<file path="src/rtl/ofdm_pkg.sv">
`default_nettype none
//============================================================================
// Module   : ofdm_pkg
// Brief    : Shared types and constants for the OFDM receive-path stages
// Revision : 1.0 - initial release
//============================================================================
package ofdm_pkg;

    // Stripper sequencing states
    typedef enum logic [1:0] {
        IDLE   = 2'd0,
        PREFIX = 2'd1,
        BODY   = 2'd2,
        DRAIN  = 2'd3
    } state_e;

    // Avalon-ST error bus codes, meaningful only on the eop beat
    localparam logic [1:0] ERR_NONE  = 2'b00;
    localparam logic [1:0] ERR_SHORT = 2'b01;
    localparam logic [1:0] ERR_LONG  = 2'b10;

    // Ceiling log2 for counter sizing; clog2(1) = 0
    function automatic int clog2(input int value);
        int r;
        r = 0;
        for (int v = value - 1; v > 0; v = v >> 1) begin
            r = r + 1;
        end
        return r;
    endfunction

endpackage
`default_nettype wire

</file>
<file path="src/rtl/avst_out_reg.sv">
`default_nettype none
//============================================================================
// Module   : avst_out_reg
// Brief    : One-deep Avalon-ST output register with upstream ready
// Revision : 1.0 - initial release
//============================================================================
module avst_out_reg
    import ofdm_pkg::*;
#(
    parameter int W = 29
) (
    input  logic         clk,
    input  logic         rst_n,
    input  logic         load_i,
    input  logic [W-1:0] data_i,
    input  logic         sop_i,
    input  logic         eop_i,
    input  logic [1:0]   err_i,
    input  logic         ready_i,
    output logic         valid_o,
    output logic [W-1:0] data_o,
    output logic         sop_o,
    output logic         eop_o,
    output logic [1:0]   err_o,
    output logic         in_ready_o
);

    logic         valid_q;
    logic [W-1:0] data_q;
    logic         sop_q;
    logic         eop_q;
    logic [1:0]   err_q;

    // Upstream may push whenever the slot is empty or is being drained this cycle
    assign in_ready_o = !valid_q || ready_i;

    // Load a new beat, or retire the held one when the sink takes it
    always_ff @(posedge clk or negedge rst_n) begin
        if (!rst_n) begin
            valid_q <= 1'b0;
            data_q  <= '0;
            sop_q   <= 1'b0;
            eop_q   <= 1'b0;
            err_q   <= ERR_NONE;
        end else if (load_i) begin
            valid_q <= 1'b1;
            data_q  <= data_i;
            sop_q   <= sop_i;
            eop_q   <= eop_i;
            err_q   <= err_i;
        end else if (ready_i) begin
            valid_q <= 1'b0;
            sop_q   <= 1'b0;
            eop_q   <= 1'b0;
            err_q   <= ERR_NONE;
        end
    end

    assign valid_o = valid_q;
    assign data_o  = data_q;
    assign sop_o   = sop_q;
    assign eop_o   = eop_q;
    assign err_o   = err_q;

endmodule
`default_nettype wire

</file>
<file path="src/rtl/ofdm_cp_stripper.sv">
`default_nettype none
//============================================================================
// Module   : ofdm_cp_stripper
// Brief    : Removes the cyclic prefix of every OFDM symbol in a packet and
//            reframes the bodies as one output packet, flagging short/long
//            packets on the error bus
// Revision : 1.0 - initial release
//============================================================================
module ofdm_cp_stripper
    import ofdm_pkg::*;
#(
    parameter int CP_LEN       = 256,
    parameter int FFT_LEN      = 1024,
    parameter int SYMS_PER_PKT = 1,
    parameter int IN_W         = 32,
    parameter int OUT_W        = 29
) (
    input  logic             clock_clk,
    input  logic             reset_reset_n,
    input  logic [IN_W-1:0]  asi_in0_data,
    input  logic             asi_in0_valid,
    output logic             asi_in0_ready,
    input  logic             asi_in0_startofpacket,
    input  logic             asi_in0_endofpacket,
    output logic [OUT_W-1:0] aso_out0_data,
    output logic             aso_out0_valid,
    input  logic             aso_out0_ready,
    output logic             aso_out0_startofpacket,
    output logic             aso_out0_endofpacket,
    output logic [1:0]       aso_out0_error,
    output logic             drop_pulse
);

    localparam int SAMP_MAX = (CP_LEN > FFT_LEN) ? CP_LEN : FFT_LEN;
    localparam int SW       = clog2(SAMP_MAX);
    localparam int YW       = clog2(SYMS_PER_PKT) + 1;

    localparam logic [SW-1:0] CP_LAST  = SW'(CP_LEN - 1);
    localparam logic [SW-1:0] FFT_LAST = SW'(FFT_LEN - 1);
    localparam logic [SW-1:0] SAMP_ONE = SW'(1);
    localparam logic [YW-1:0] SYM_LAST = YW'(SYMS_PER_PKT - 1);
    localparam logic [YW-1:0] SYM_ONE  = YW'(1);

    state_e        state_q, state_d;
    logic [SW-1:0] samp_cnt_q, samp_cnt_d;
    logic [YW-1:0] sym_cnt_q, sym_cnt_d;
    logic          started_q, started_d;
    logic          drop_q, drop_d;

    logic             w_acc;
    logic             w_load;
    logic [OUT_W-1:0] w_ld_data;
    logic             w_ld_sop;
    logic             w_ld_eop;
    logic [1:0]       w_ld_err;
    logic             w_last_samp;
    logic             w_last_sym;
    logic             w_unused;

    // Only the top OUT_W bits travel downstream; the truncated LSBs are dropped
    assign w_unused = ^asi_in0_data;

    assign w_acc       = asi_in0_valid && asi_in0_ready;
    assign w_last_samp = (samp_cnt_q == FFT_LAST);
    assign w_last_sym  = (sym_cnt_q == SYM_LAST);

    // Next-state and output-beat decode for each accepted input sample
    always_comb begin
        state_d    = state_q;
        samp_cnt_d = samp_cnt_q;
        sym_cnt_d  = sym_cnt_q;
        started_d  = started_q;
        drop_d     = 1'b0;
        w_load     = 1'b0;
        w_ld_data  = asi_in0_data[IN_W-1 -: OUT_W];
        w_ld_sop   = 1'b0;
        w_ld_eop   = 1'b0;
        w_ld_err   = ERR_NONE;
        if (w_acc) begin
            case (state_q)
                IDLE: begin
                    // Beats outside a packet are ignored until a sop shows up
                    if (asi_in0_startofpacket) begin
                        sym_cnt_d = '0;
                        started_d = 1'b0;
                        if (asi_in0_endofpacket) begin
                            drop_d = 1'b1;
                        end else if (CP_LEN == 1) begin
                            state_d    = BODY;
                            samp_cnt_d = '0;
                        end else begin
                            state_d    = PREFIX;
                            samp_cnt_d = SAMP_ONE;
                        end
                    end
                end
                PREFIX: begin
                    if (asi_in0_endofpacket) begin
                        // Close an already-open output packet with a filler beat
                        state_d = IDLE;
                        if (started_q) begin
                            w_load    = 1'b1;
                            w_ld_data = '0;
                            w_ld_eop  = 1'b1;
                            w_ld_err  = ERR_SHORT;
                        end else begin
                            drop_d = 1'b1;
                        end
                    end else if (samp_cnt_q == CP_LAST) begin
                        state_d    = BODY;
                        samp_cnt_d = '0;
                    end else begin
                        samp_cnt_d = samp_cnt_q + SAMP_ONE;
                    end
                end
                BODY: begin
                    w_load    = 1'b1;
                    w_ld_sop  = !started_q;
                    started_d = 1'b1;
                    if (w_last_samp) begin
                        samp_cnt_d = '0;
                        sym_cnt_d  = sym_cnt_q + SYM_ONE;
                    end else begin
                        samp_cnt_d = samp_cnt_q + SAMP_ONE;
                    end
                    if (asi_in0_endofpacket) begin
                        state_d  = IDLE;
                        w_ld_eop = 1'b1;
                        w_ld_err = (w_last_samp && w_last_sym) ? ERR_NONE : ERR_SHORT;
                    end else if (w_last_samp && w_last_sym) begin
                        // Packet overran: terminate output here, swallow the rest
                        state_d  = DRAIN;
                        w_ld_eop = 1'b1;
                        w_ld_err = ERR_LONG;
                    end else if (w_last_samp) begin
                        state_d = PREFIX;
                    end
                end
                DRAIN: begin
                    if (asi_in0_endofpacket) begin
                        state_d = IDLE;
                    end
                end
                default: begin
                    state_d = IDLE;
                end
            endcase
        end
    end

    // Sequencer state, counters and the registered drop pulse
    always_ff @(posedge clock_clk or negedge reset_reset_n) begin
        if (!reset_reset_n) begin
            state_q    <= IDLE;
            samp_cnt_q <= '0;
            sym_cnt_q  <= '0;
            started_q  <= 1'b0;
            drop_q     <= 1'b0;
        end else begin
            state_q    <= state_d;
            samp_cnt_q <= samp_cnt_d;
            sym_cnt_q  <= sym_cnt_d;
            started_q  <= started_d;
            drop_q     <= drop_d;
        end
    end

    assign drop_pulse = drop_q;

    avst_out_reg #(
        .W (OUT_W)
    ) u_out_reg (
        .clk        (clock_clk),
        .rst_n      (reset_reset_n),
        .load_i     (w_load),
        .data_i     (w_ld_data),
        .sop_i      (w_ld_sop),
        .eop_i      (w_ld_eop),
        .err_i      (w_ld_err),
        .ready_i    (aso_out0_ready),
        .valid_o    (aso_out0_valid),
        .data_o     (aso_out0_data),
        .sop_o      (aso_out0_startofpacket),
        .eop_o      (aso_out0_endofpacket),
        .err_o      (aso_out0_error),
        .in_ready_o (asi_in0_ready)
    );

endmodule
`default_nettype wire

</file>
<file path="config.mk">
export PLATFORM = sky130hd
export DESIGN_NAME = ofdm_cp_stripper
export DESIGN_NICKNAME = d
export VERILOG_FILES = /design/src/rtl/ofdm_pkg.sv /design/src/rtl/avst_out_reg.sv /design/src/rtl/ofdm_cp_stripper.sv
export SDC_FILE = /design/constraint.sdc
export NUM_CORES = 1
export LEC_CHECK = 0
export CAP_MARGIN = 0
export CORE_MARGIN = 8
export CORE_UTILIZATION = 56
export DETAILED_ROUTE_END_ITERATION = 12
export DONT_BUFFER_PORTS = 1
export GPL_TIMING_DRIVEN = 0
export PLACE_DENSITY = 0.71
export SLEW_MARGIN = 40
export SYNTH_ARGS = -nofsm -noshare
export SYNTH_HDL_FRONTEND = slang
export SYNTH_SLANG_ARGS = --single-unit
export TNS_END_PERCENT = 100
</file>
<file path="constraint.sdc">
create_clock -name clock_clk -period 2.3 [get_ports clock_clk]
set_clock_uncertainty 0.1 [all_clocks]
set_input_delay 0.46 -clock clock_clk [delete_from_list [all_inputs] [get_ports clock_clk]]
set_output_delay 0.46 -clock clock_clk [all_outputs]
set_load 0.01 [all_outputs]
</file>
==> summary.json <==
{
  "outcome": {
    "status": "completed"
  },
  "critical_path": {
    "path_cells": "inv_2 -> ha_2 -> o21ai_2 -> nand2b_1 -> or4_1 -> buf_6 -> or3_1 -> o21ai_2",
    "worst_ep_required_time_ps": 2430,
    "timing.critical_path.from_type": "flop",
    "timing.critical_path.slowest_stage_cell": "or4_1",
    "critical_path.endpoint_type": "flop",
    "critPathMaxStageDelay_ps": 540,
    "timing.reg2reg.setup_slack_ps": 90,
    "critPathMostFrequentCell": "o21ai_2",
    "startpoint_to_endpoint_class_of_the_critical_path": "reg2reg",
    "critical_path_peak_fanout": 8,
    "arrival_worst_endpoint_ps": 2340
  },
  "synthesis": {
    "synth_flop_cell": "dfrtp_1",
    "synth_most_common_cell": "nand2_1",
    "synth-adder-area-share": 0.0268,
    "synthesis.nets": 303,
    "yosys.area.top_type": "dfrtp_1",
    "postSynthCellCount": 260,
    "synth.area.mux_share": 0.0134,
    "netlist_top_cells_area": "dfrtp_1, nand2_1, o21ai_0",
    "yosysUniqueCellTypes": 38,
    "synth_simple_gate_area_share": 0.224,
    "synthTopCellsByCount": "nand2_1, dfrtp_1, o21ai_0",
    "syn_area_mm2": 0.00234,
    "yosysSeqAreaShare": 0.524,
    "synth.yosys.warnings": 0,
    "synth_top_family_by_area": "simple AND/OR/NAND/NOR gates",
    "synth-edff-count": 0,
    "async_reset_ff_frac": 1.00,
    "synth-xor-area-share": 0,
    "synth_area_in_compound_gates": 0.173,
    "syn_area_per_cell_um2": 8.99,
    "postSynthRegisterBits": 49,
    "post-synth-top-area-fraction": 0.524
  },
  "route": {
    "vias": 1864,
    "drt-vias-per-instance": 5.81,
    "detail_route.iter0.violations": 72,
    "ant_nets": 0,
    "wl_mm": 5.34,
    "per_cell_routed_wire_length_um": 16.6,
    "remaining_drc_errors": 0,
    "first_pass_iters": 4
  },
  "die": {
    "top_level_ports": 74,
    "die-area_mm2": 0.00650,
    "rows": 23,
    "die_width_um": 80.6,
    "floorplan.initialDensity": 0.585,
    "die_h_um": 80.6,
    "coreArea_mm2": 0.00400
  },
  "global_route": {
    "antenna_violations_before_repair": 0,
    "grt_pass1_vias": 1813,
    "gr-total-overflow": 0,
    "global_route.usage.total": 0.160,
    "grt_start_max_net_pins": 50,
    "grt_first_pass_wirelength_mm": 8.32
  },
  "pwr": {
    "power.share.sequential": 0.507,
    "combPwrFrac": 0.287,
    "power.density_mw_per_mm2": 1160,
    "switching_share": 0.377,
    "power.leakage_nw": 1.23,
    "cellInternalPower_mw": 1.88,
    "power.share.clock": 0.206,
    "p_sw_mw": 1.14,
    "post-layout-total-power_mw": 3.02,
    "max-vdd-ir-drop_v": 0.000495
  },
  "sta": {
    "timing.slew.headroom": 0.712,
    "setup_viol_count_final": 0,
    "fmax_mhz": 452,
    "final_report_max_slew_violation_count": 0,
    "tightestPinTransition_ps": 431,
    "post-route-min-period_ps": 2210,
    "setup_tns_ps": 0,
    "grt_setup_unrepaired": "no",
    "finalCritPeriodShare": 0.961,
    "report.final.hold_viol_count": 0
  },
  "clock_tree": {
    "clock_tree_from_tritoncts": "yes",
    "worst_setup_hold_path_clk_slew_ps": 90,
    "cts_max_level": 2,
    "clock_insertion_delay_at_the_later_pin_of_the_skew_report_ps": 300,
    "numCtsBuffers": 5,
    "cts.path.max_buffers": 2,
    "cts_root_buf": "clkbuf_8",
    "clkSinkCount": 49
  },
  "cells_and_area": {
    "post-route-cell-area_mm2": 0.00260,
    "diodes": 0,
    "fraction_of_layout_cells_with_a_size_suffix_above_1": 0.129,
    "area_growth_pct": 11.2,
    "final_nets": 313
  },
  "place": {
    "port_buffers": 0,
    "globalplace.congestion": 0.835,
    "dp.final_hpwl_mm": 3.94,
    "detailed_place.area_mm2": 0.00240
  },
  "flow_run": {
    "max_cap_violations": 0
  },
  "hold_path": {
    "timing.hold.worst.class": "in2reg"
  }
}
==> cells in the final DEF, fill, tap and decap left out, types with 2 or more instances in the layout <==
master / Yosys / routed
mux2i_1: 2 / 2
o21ai_2: 4 / 6
ha_2: 0 / 3
a211o_1: 2 / 2
ha_1: 5 / 2
clkbuf_2: 0 / 5
nor2_1: 9 / 9
nand3_1: 5 / 5
nand2b_1: 6 / 6
a31oi_1: 2 / 2
nand4_1: 2 / 2
o31ai_1: 2 / 2
nor3_1: 4 / 3
clkbuf_1: 12 / 8
inv_1: 8 / 6
buf_4: 0 / 2
inv_2: 0 / 2
or3_1: 6 / 5
and3_1: 2 / 2
a21oi_1: 7 / 7
clkbuf_8: 0 / 6
dfrtp_1: 49 / 49
nand2_1: 67 / 67
o21ai_0: 44 / 43
nand3b_1: 4 / 4
==> kinds of logic (layout without fill, tap and decap cells) <==
kind of cell | count (synthesis) | after routing
compound gates | 68 | 68
flops | 49 | 49
mux | 3 | 3
buf+inv | 22 | 33
simple gates | 113 | 113
fa+ha+maj | 5 | 5
==> routing by layer <==
metal | global-route usage | part of all wire | up-vias
met2 | 0.266 | 0.49 | 67
met4 | 0.0436 | 0.010 | 0
met3 | 0.0614 | 0.11 | 6
met1 | 0.185 | 0.39 | 890
met5 | 0 | 0 | -
li1 | - | - | 901
==> area by class of cell <==
cell class	count	area (um^2)
Buffer	13	62.6
Fill cell	361	1400
Tap cell	50	62.6
Multi-Input combinational cell	189	1050
Clock buffer	7	86.3
Timing Repair Buffer	4	52.6
Inverter	8	30.0
Clock inverter	1	30.0
Sequential cell	49	1230
==> path summary, 6_finish.rpt <==
check	start	to	depth (start not counted)
hold reg to reg	samp_cnt_q[1]$_DFFE_PN0P_	samp_cnt_q[1]$_DFFE_PN0P_	2
max in group asynchronous	reset_reset_n	u_out_reg.data_o[20]$_DFFE_PN0P_	2
setup / recovery	state_q[1]$_DFFE_PN0P_	samp_cnt_q[9]$_DFFE_PN0P_	8
setup reg to reg	state_q[1]$_DFFE_PN0P_	samp_cnt_q[9]$_DFFE_PN0P_	8
hold / removal	asi_in0_data[19]	u_out_reg.data_o[16]$_DFFE_PN0P_	2
min in group asynchronous	reset_reset_n	samp_cnt_q[1]$_DFFE_PN0P_	2
==> registers in the layout (all words and copies together) (netlist names) <==
signal	cells
samp_cnt_q	10
u_out_reg.err_o	2
u_out_reg.data_o	29
u_out_reg.eop_o	1
started_q	1
state_q	2
u_out_reg.valid_o	1
u_out_reg.sop_o	1
drop_pulse	1
sym_cnt_q	1
==> power by group through the flow <==
stage,Sequential (mW),Combinational [mW],Clock [mW]
finish,1.53,0.864,0.622
global route,1.57,1.00,0.674
CTS,1.54,0.843,0.640
detailed placement,1.56,0.788,0
global placement,1.55,0.761,0
floorplan,1.48,0.632,0
==> stage by stage <==
step | hold slack [ps] | worst slack, ps | utilization | instances
6_report | 187 | 88.7 | 0.650 | 321
5_1_grt | 176 | 3.58 | 0.650 | 321
4_1_cts | 181 | 2.05 | 0.642 | 322
3_5_place_dp | 65.7 | 11.5 | 0.600 | 310
3_3_place_gp | 65.7 | 5.75 | 0.600 | 310
2_1_floorplan | 64.4 | 160 | - | 260
==> critical path: cells and delay by family, from the launching register on <==
kind	cells	cell delay (ps)
flip-flops	1	410
buffers and inverters	2	210
AO/OA/AOI/OAI	2	210
AND/OR/NAND/NOR	3	970
adder cells (fa/ha/maj)	1	240
==> timing repair <==
action | CTS | global route
pin swaps | 0 | 1
hold buffers | 2 | 0
hold endpoints to repair | 49 | 0
gates cloned | 0 | 0
buffers inserted | 2 | 0
endpoints found under the setup margin | 4 | 41
gates resized for setup | 0 | 23
(Power assumes the default switching activity.)
